**src/rtl/uart_rx_core.sv**
```systemverilog
// uart_rx_core: 8N1 UART receiver, LSB first, mid-bit sampling.
// A two-flop synchronizer feeds a small FSM that uses a bit timer.
// Good bytes are held on rx_byte_o and flagged by a one-cycle strobe.
// A low stop bit raises a one-cycle framing-error strobe instead, and
// the FSM then waits for the line to return high.
//
// state   | meaning
// --------+------------------------------------------------------------
// S_IDLE  | line idle, waiting for rx_s low (start edge)
// S_START | timing half a bit to re-check the start bit (glitch filter)
// S_DATA  | sampling 8 data bits, one every CLKS_PER_BIT cycles
// S_STOP  | sampling the stop bit at its midpoint
// S_BREAK | stop bit was low; wait for line high before re-arming

module uart_rx_core #(
   parameter  int CLKS_PER_BIT = 434,
   localparam int CNT_W        = $clog2(CLKS_PER_BIT)
) (
   input  logic       clk_i,
   input  logic       rst_i,
   input  logic       rx_i,
   output logic [7:0] rx_byte_o,
   output logic       rx_valid_o,
   output logic       frame_err_o,
   output logic       busy_o
);

   generate
      if (CLKS_PER_BIT < 4 || CLKS_PER_BIT > 65535) begin : g_bad_param
         $error("uart_rx_core: CLKS_PER_BIT must be within 4..65535");
      end
   endgenerate

   localparam logic [2:0] S_IDLE  = 3'd0;
   localparam logic [2:0] S_START = 3'd1;
   localparam logic [2:0] S_DATA  = 3'd2;
   localparam logic [2:0] S_STOP  = 3'd3;
   localparam logic [2:0] S_BREAK = 3'd4;

   // Sample points: half a bit after the start edge, then every full bit.
   localparam logic [CNT_W-1:0] LP_HALF_M1 = CNT_W'(CLKS_PER_BIT / 2 - 1);
   localparam logic [CNT_W-1:0] LP_FULL_M1 = CNT_W'(CLKS_PER_BIT - 1);

   logic             r_sync1;
   logic             r_sync2;
   logic [2:0]       r_state;
   logic [CNT_W-1:0] r_timer;
   logic [2:0]       r_bit_idx;
   logic [7:0]       r_shift;
   logic [7:0]       r_rx_byte;
   logic             r_rx_valid;
   logic             r_frame_err;
   logic             r_busy;

   logic             w_rx_s;
   logic             w_tick;
   logic [2:0]       w_state_nxt;

   assign w_rx_s = r_sync2;

   assign w_tick = ((r_state == S_START) && (r_timer == LP_HALF_M1)) ||
                   (((r_state == S_DATA) || (r_state == S_STOP)) &&
                    (r_timer == LP_FULL_M1));

   // Synchronize rx_i; flops reset high so reset never looks like a start edge.
   always_ff @(posedge clk_i or posedge rst_i) begin
      if (rst_i) begin
         r_sync1 <= 1'b1;
         r_sync2 <= 1'b1;
      end else begin
         r_sync1 <= rx_i;
         r_sync2 <= r_sync1;
      end
   end

   // Next-state decode; all decisions are taken on sample ticks or rx_s level.
   always_comb begin
      w_state_nxt = r_state;
      case (r_state)
         S_IDLE:  if (!w_rx_s) w_state_nxt = S_START;
         S_START: if (w_tick)  w_state_nxt = w_rx_s ? S_IDLE : S_DATA;
         S_DATA:  if (w_tick && (r_bit_idx == 3'd7)) w_state_nxt = S_STOP;
         S_STOP:  if (w_tick)  w_state_nxt = w_rx_s ? S_IDLE : S_BREAK;
         S_BREAK: if (w_rx_s)  w_state_nxt = S_IDLE;
         default: w_state_nxt = S_IDLE;
      endcase
   end

   // State register.
   always_ff @(posedge clk_i or posedge rst_i) begin
      if (rst_i) begin
         r_state <= S_IDLE;
      end else begin
         r_state <= w_state_nxt;
      end
   end

   // Bit timer: held at zero while idle, wraps to zero at every sample point.
   always_ff @(posedge clk_i or posedge rst_i) begin
      if (rst_i) begin
         r_timer <= '0;
      end else if (w_tick || (r_state == S_IDLE) || (r_state == S_BREAK)) begin
         r_timer <= '0;
      end else begin
         r_timer <= r_timer + CNT_W'(1);
      end
   end

   // Bit index and LSB-first shift register.
   always_ff @(posedge clk_i or posedge rst_i) begin
      if (rst_i) begin
         r_bit_idx <= 3'd0;
         r_shift   <= 8'h00;
      end else if (r_state == S_START) begin
         r_bit_idx <= 3'd0;
      end else if ((r_state == S_DATA) && w_tick) begin
         r_bit_idx <= r_bit_idx + 3'd1;
         r_shift   <= {w_rx_s, r_shift[7:1]};
      end
   end

   // Registered outputs: strobes at the stop-bit sample, byte only on good stop.
   always_ff @(posedge clk_i or posedge rst_i) begin
      if (rst_i) begin
         r_rx_byte   <= 8'h00;
         r_rx_valid  <= 1'b0;
         r_frame_err <= 1'b0;
         r_busy      <= 1'b0;
      end else begin
         r_rx_valid  <= (r_state == S_STOP) && w_tick && w_rx_s;
         r_frame_err <= (r_state == S_STOP) && w_tick && !w_rx_s;
         if ((r_state == S_STOP) && w_tick && w_rx_s) begin
            r_rx_byte <= r_shift;
         end
         // busy tracks "not idle", so it stays high through S_BREAK.
         r_busy <= (w_state_nxt != S_IDLE);
      end
   end

   assign rx_byte_o   = r_rx_byte;
   assign rx_valid_o  = r_rx_valid;
   assign frame_err_o = r_frame_err;
   assign busy_o      = r_busy;

endmodule

```
**config.mk**
```make
export PLATFORM = sky130hd
export DESIGN_NAME = uart_rx_core
export DESIGN_NICKNAME = d
export VERILOG_FILES = /design/src/rtl/uart_rx_core.sv
export SDC_FILE = /design/constraint.sdc
export NUM_CORES = 1
export LEC_CHECK = 0
export CAP_MARGIN = 15
export CORE_MARGIN = 3
export CORE_UTILIZATION = 25
export DETAILED_ROUTE_END_ITERATION = 8
export PLACE_DENSITY = 0.47
export SLEW_MARGIN = 20
export SYNTH_ARGS = -nofsm -noshare
export SYNTH_HDL_FRONTEND = slang
export SYNTH_SLANG_ARGS = --single-unit
```
**constraint.sdc**
```tcl
create_clock -name clk_i -period 2.2 [get_ports clk_i]
set_input_delay 0.22 -clock clk_i [delete_from_list [all_inputs] [get_ports clk_i]]
set_output_delay 0.22 -clock clk_i [all_outputs]
set_load 0.005 [all_outputs]
```
==> results.cfg, run 1 <==
[cts]
post_cts_resized = 0
clk_root_buffer_cell = clkbuf_8
max-clock-path-buffers = 2
clk_latency_ns = 0.29
ctsHoldBuffers = 0
cts_buffers = 5
cts_sinks = 36
post-cts-setup-buffers = 0
h-tree-depth = 2
cts_tree = yes
clk_pin_slew_ns = 0.08

[route]
drtIter0Drc = 51
vias_per_cell = 4.57
vias = 1061
drt-pass1-iter-count = 4
finalWirelength_mm = 2.96
ant_nets = 0
routedWlPerCell_um = 12.8
drcViolationCount = 0

[worst_setup_path]
end_kind = register
path_class = reg2reg
start_kind = register
cpPeakStageDelay_ns = 0.45
required_ns = 2.37
cp_num_buf_inv = 0
critical-path-top-delay-family = simple AND/OR/NAND/NOR gates
crit_slowest_cell = dfrtp_1
path_cells = nand4bb_1 -> nor2_1 -> nand4_2 -> mux2_2
critPathMaxFanout = 8
cp_data_arrival_time_ns = 2.00

[pwr]
internal-power_mw = 1.01
sequentialPowerShare_pct = 53.1
power_leakage_nw = 0.966
comb_power_share_pct = 1.4
total_power_mw = 1.26
p_sw_mw = 0.253
clkPwrFrac_pct = 45.5
switching_share_pct = 20.1
power_density_nw_per_um2 = 636
vdd_drop_max_mv = 0.253

[run]
cap_violations = 0

[layout]
final_common_cell = dfrtp_1
layout-drive-gt1-share_pct = 23.6
layout_common_cells = 34 x dfrtp_1, 16 x mux2_2, 15 x nor2_1, 13 x clkdlybuf4s50_1
fillers = 603
areaGrowthSynthToFinish_pct = 20.3
antenna_cells = 0
final_nets = 164
final_cells = 232

[timing]
finalSetupTns_ns = 0
min_period_ns = 1.83
max_freq_mhz = 546
slew-limit-headroom_pct = 67.1
rsz0062_at_grt = no
setup_viol = 0
final_max_slew_viol_count = 0
fin_hold_ws_ns = 0.331
fin_ws_ns = 0.368
finClkSkew_ns = 0.00830
post-route-period-util_pct = 83.3
hold_viol = 0
worst_pin_slew_ns = 0.494

[die]
dieArea_sq_um = 7580
die_y_um = 87.1
num_rows = 28
initial_utilization_pct = 26.8
fp.dieW_um = 87.1
core_sq_um = 6130
io_pins = 14

[place]
hpwl_mm = 2.13
place.port_buffers = 13
placed_cells = 224
place.gp.congestion = 0.788
pre_cts_slack_ns = 0.356

[synth]
synth-xor-area-share_pct = 4.27
synth-simple-area-share_pct = 19.3
yosysWarnings = 0
ys_seq_area_share_pct = 55.0
synth_cell_types = 36
synth_top_flop_cell = dfrtp_1
synth_edf_count = 0
synth_fa_ha_area_share_pct = 3.81
syn-num-nets = 146
netlist_area_sq_um = 1640
syn_avg_cell_area_sq_um = 11.9
synth_seq_cells = 36
synth_compound_area_share_pct = 3.73
synthCells = 138
synth_top_family_by_area = simple AND/OR/NAND/NOR gates
synthMuxAreaShare_pct = 11.6
async_reset_ff_share_pct = 100

[global_routing]
overflow = 0
grt_antenna_before_repair = 0
grt_pass1_vias = 1134
grt_max_degree = 37
grtUsageTotal_pct = 8.70
grt_pass1_wl_mm = 5.18

[min_path]
min_path_type = in2reg

[status]
outcome = finished clean
==> through the flow <==
stage	util, %	area (sq um)
3_3_place_gp	30.4	1870
4_1_cts	32.2	1980
6_report	32.2	1980
2_1_floorplan	-	1640
5_1_grt	32.2	1980
3_5_place_dp	30.4	1870
==> kinds of logic (layout without fill, tap and decap cells) <==
kind of cell / count (synthesis) / in the layout
flops: 36 / 36
xor+xnor: 8 / 8
simple gates: 51 / 51
buf+inv: 10 / 29
fa+ha+maj: 5 / 5
mux: 17 / 17
compound gates: 11 / 11
==> cells in the mapped netlist, types with 2 or more instances <==
cell type,instances,area share (%)
dfrtp_1,34,52
nand4_1,2,0.76
o21ai_0,6,1.8
a21oi_1,3,0.91
clkbuf_1,3,0.69
nand2_1,7,1.6
mux2_2,16,11
xnor2_1,6,3.2
nor2_1,15,3.4
xor2_1,2,1.1
inv_1,6,1.4
dfstp_2,2,3.2
nand3_1,7,2.1
nor3_1,3,0.91
ha_1,5,3.8
==> metal layers <==
metal / track usage (%) / up-vias / part of all wire, %
met5: 0 / - / 0
met4: 4.25 / 0 / 1.8
met3: 2.74 / 4 / 4.0
met2: 13.9 / 26 / 47
met1: 10.6 / 516 / 48
li1: - / 515 / -
==> cell type report <==
class | count | area, sq um | area share [%]
Inverter | 6 | 22.5 | 1.14
Timing Repair Buffer | 15 | 145 | 7.34
Clock inverter | 3 | 42.5 | 2.15
Clock buffer | 5 | 68.8 | 3.48
Multi-Input combinational cell | 92 | 701 | 35.4
Tap cell | 75 | 93.8 | 4.75
Sequential cell | 36 | 903 | 45.7
==> state kept, by name (all words and copies together) (netlist names) <==
register     flops
r_bit_idx        3
rx_valid_o       1
r_shift          8
r_state          3
busy_o           1
r_sync1          1
frame_err_o      1
rx_byte_o        8
r_timer          9
r_sync2          1
==> path summary, 6_finish.rpt <==
check | from | to | slack [ns] | cells past startpoint
min in group asynchronous | rst_i | r_shift[6] | 0.34 | 3
min | rx_i | r_sync1 | 0.33 | 1
max in group asynchronous | rst_i | r_sync1 | 1.53 | 3
max | r_timer[3] | rx_byte_o[0] | 0.37 | 4
max reg2reg | r_timer[3] | rx_byte_o[0] | 0.37 | 4
min reg2reg | r_sync1 | r_sync2 | 0.36 | 0
==> power by group through the flow <==
| stage | clock network (mW) | registers [mW] | logic (mW) |
|---|---|---|---|
| 4_1_cts | 0.596 | 0.667 | 0.0197 |
| 2_1_floorplan | 0 | 0.678 | 0.0124 |
| 5_1_grt | 0.622 | 0.668 | 0.0216 |
| 3_3_place_gp | 0 | 0.680 | 0.0187 |
| 6_report | 0.572 | 0.668 | 0.0180 |
| 3_5_place_dp | 0 | 0.680 | 0.0197 |
Power figures use the tool's default switching activity.
==> run 2: changes to the inputs <==
Settings changed: PLACE_DENSITY 0.47 to 0.48.
Clock period 2.2 ns to 1.66 ns, I/O delays scaled along.
==> run 2 against run 1 <==
  * First-iteration DRC count grew 33%
  * Count of clock-buffer cells in the layout is the same
  * Non-clock buffer count grew 22
  * Final area grew 14%
  * Maximum frequency grew 11%
  * Sequential share of layout area shrank 5.5 points
  * Die area is the same
  * Clock power grew 11%
  * Global-route usage grew 1.8 points
  * Via count grew 9.0%
  * Core utilization grew 4.5 points
  * Critical path type unchanged
  * Highest routed layer unchanged
==> results.cfg, run 2 (synthesis gave the netlist of run 1 again) <==
[status]
outcome = finished clean

[die]
core_sq_um = 6130
io_pins = 14
num_rows = 28
die_y_um = 87.1
initial_utilization_pct = 26.8
fp.dieW_um = 87.1
dieArea_sq_um = 7580

[route]
drt-pass1-iter-count = 5
finalWirelength_mm = 3.54
routedWlPerCell_um = 13.9
drtIter0Drc = 68
vias = 1157
drcViolationCount = 0
ant_nets = 0
vias_per_cell = 4.56

[place]
placed_cells = 244
place_area_sq_um = 2040
place.gp.congestion = 0.766
place.port_buffers = 13
hpwl_mm = 2.47

[cts]
clk_pin_slew_ns = 0.08
clk_root_buffer_cell = clkbuf_8
cts_buffers = 5
max-clock-path-buffers = 2
h-tree-depth = 2
clk_latency_ns = 0.30
ctsHoldBuffers = 0
cts_tree = yes
cts_sinks = 36

[pwr]
comb_power_share_pct = 1.9
vdd_drop_max_mv = 0.331
power_leakage_nw = 1.07
switching_share_pct = 23.7
internal-power_mw = 1.18
total_power_mw = 1.55
sequentialPowerShare_pct = 57.0
p_sw_mw = 0.368
power_density_nw_per_um2 = 689
clkPwrFrac_pct = 41.1

[global_routing]
grtUsageTotal_pct = 10.5
grt_max_degree = 18
grt_pass1_vias = 1200
grt_pass1_wl_mm = 6.07
grt_antenna_before_repair = 0
overflow = 0

[timing]
slew-limit-headroom_pct = 65.3
max_freq_mhz = 606
rsz0062_at_grt = yes
fin_hold_ws_ns = 0.204
setup_viol = 0
post-route-period-util_pct = 99.4
finClkSkew_ns = 0.00728
worst_pin_slew_ns = 0.520
finalSetupTns_ns = 0
final_max_slew_viol_count = 0
hold_viol = 0
min_period_ns = 1.65

[layout]
post-route-cell-area_sq_um = 2250
layout-drive-gt1-share_pct = 41.3
antenna_cells = 0
final_cells = 254
final_common_cell = dfrtp_1
areaGrowthSynthToFinish_pct = 37.2
final_nets = 186
layout_common_cells = 32 x dfrtp_1, 22 x buf_4, 13 x clkdlybuf4s50_1, 12 x mux2_2, 10 x nor2_1
largest_reg_flops = 9
max_flop_register = r_timer

[run]
cap_violations = 0

[worst_setup_path]
critPathMaxFanout = 5
start_kind = register
cp_data_arrival_time_ns = 1.83
rrSetupSlack_ns = 0.01
required_ns = 1.84
path_cells = nand4bb_4 -> buf_6 -> nor4_4 -> buf_4 -> mux2_2
crit_start = r_timer[3]
path_class = reg2reg
end_kind = register
r2r-start = r_timer[3]
cpPeakStageDelay_ns = 0.39
crit_slowest_cell = dfrtp_1

[min_path]
min_path_type = in2async
run 2: final timing paths:
kind | end | cells past startpoint
setup / recovery | r_shift[1] | 5
setup reg to reg | r_shift[1] | 5
hold / removal | r_state[0] | 2
min in group clk_i | r_sync1 | 1
max in group asynchronous | r_timer[8] | 3
hold reg to reg | r_sync2 | 0
run 2: stage by stage:
stage                     setup slack [ns]  utilization [%]
after floorplan                    -0.0691                -
after global placement             -0.0776             33.3
after detailed placement            -0.162             33.3
after CTS                          0.00872             36.4
after global routing               -0.0623             36.8
final                              0.00997             36.8
run 2: power by group through the flow:
stage	registers, mW	clock network (mW)	logic (mW)
after global routing	0.886	0.701	0.0356
after CTS	0.885	0.657	0.0319
after global placement	0.902	0	0.0307
after detailed placement	0.901	0	0.0319
final	0.885	0.637	0.0302
after floorplan	0.898	0	0.0165
run 2: metal layers:
layer | vias to the layer above | routed length, um | GRT usage, %
met4 | 0 | 66 | 4.25
li1 | 558 | - | -
met3 | 4 | 92 | 2.84
met5 | - | 0 | 0
met1 | 576 | 1640 | 13.1
met2 | 19 | 1740 | 17.1
run 2: worst max-delay path, delay by kind of cell (launching register included):
family	cells	cell delay (ns)
buf+inv	2	0.34
flops	1	0.39
simple gates	2	0.47
mux	1	0.33
run 2: repair_timing:
item	4_1_cts	5_1_grt
pin swaps	5	4
gates resized for setup	15	11
endpoints found under the hold margin	0	0
endpoints found under the setup margin	28	29
buffers inserted	3	0
gates cloned	0	0
run 2: cell type report:
type	instances	area, sq um
fill	578	3880
sequential	36	906
multi-input combinational	92	817
timing repair buffer	37	327
tap	75	93.8
clock buffer	5	68.8
inverter	6	22.5
clock inverter	3	18.8
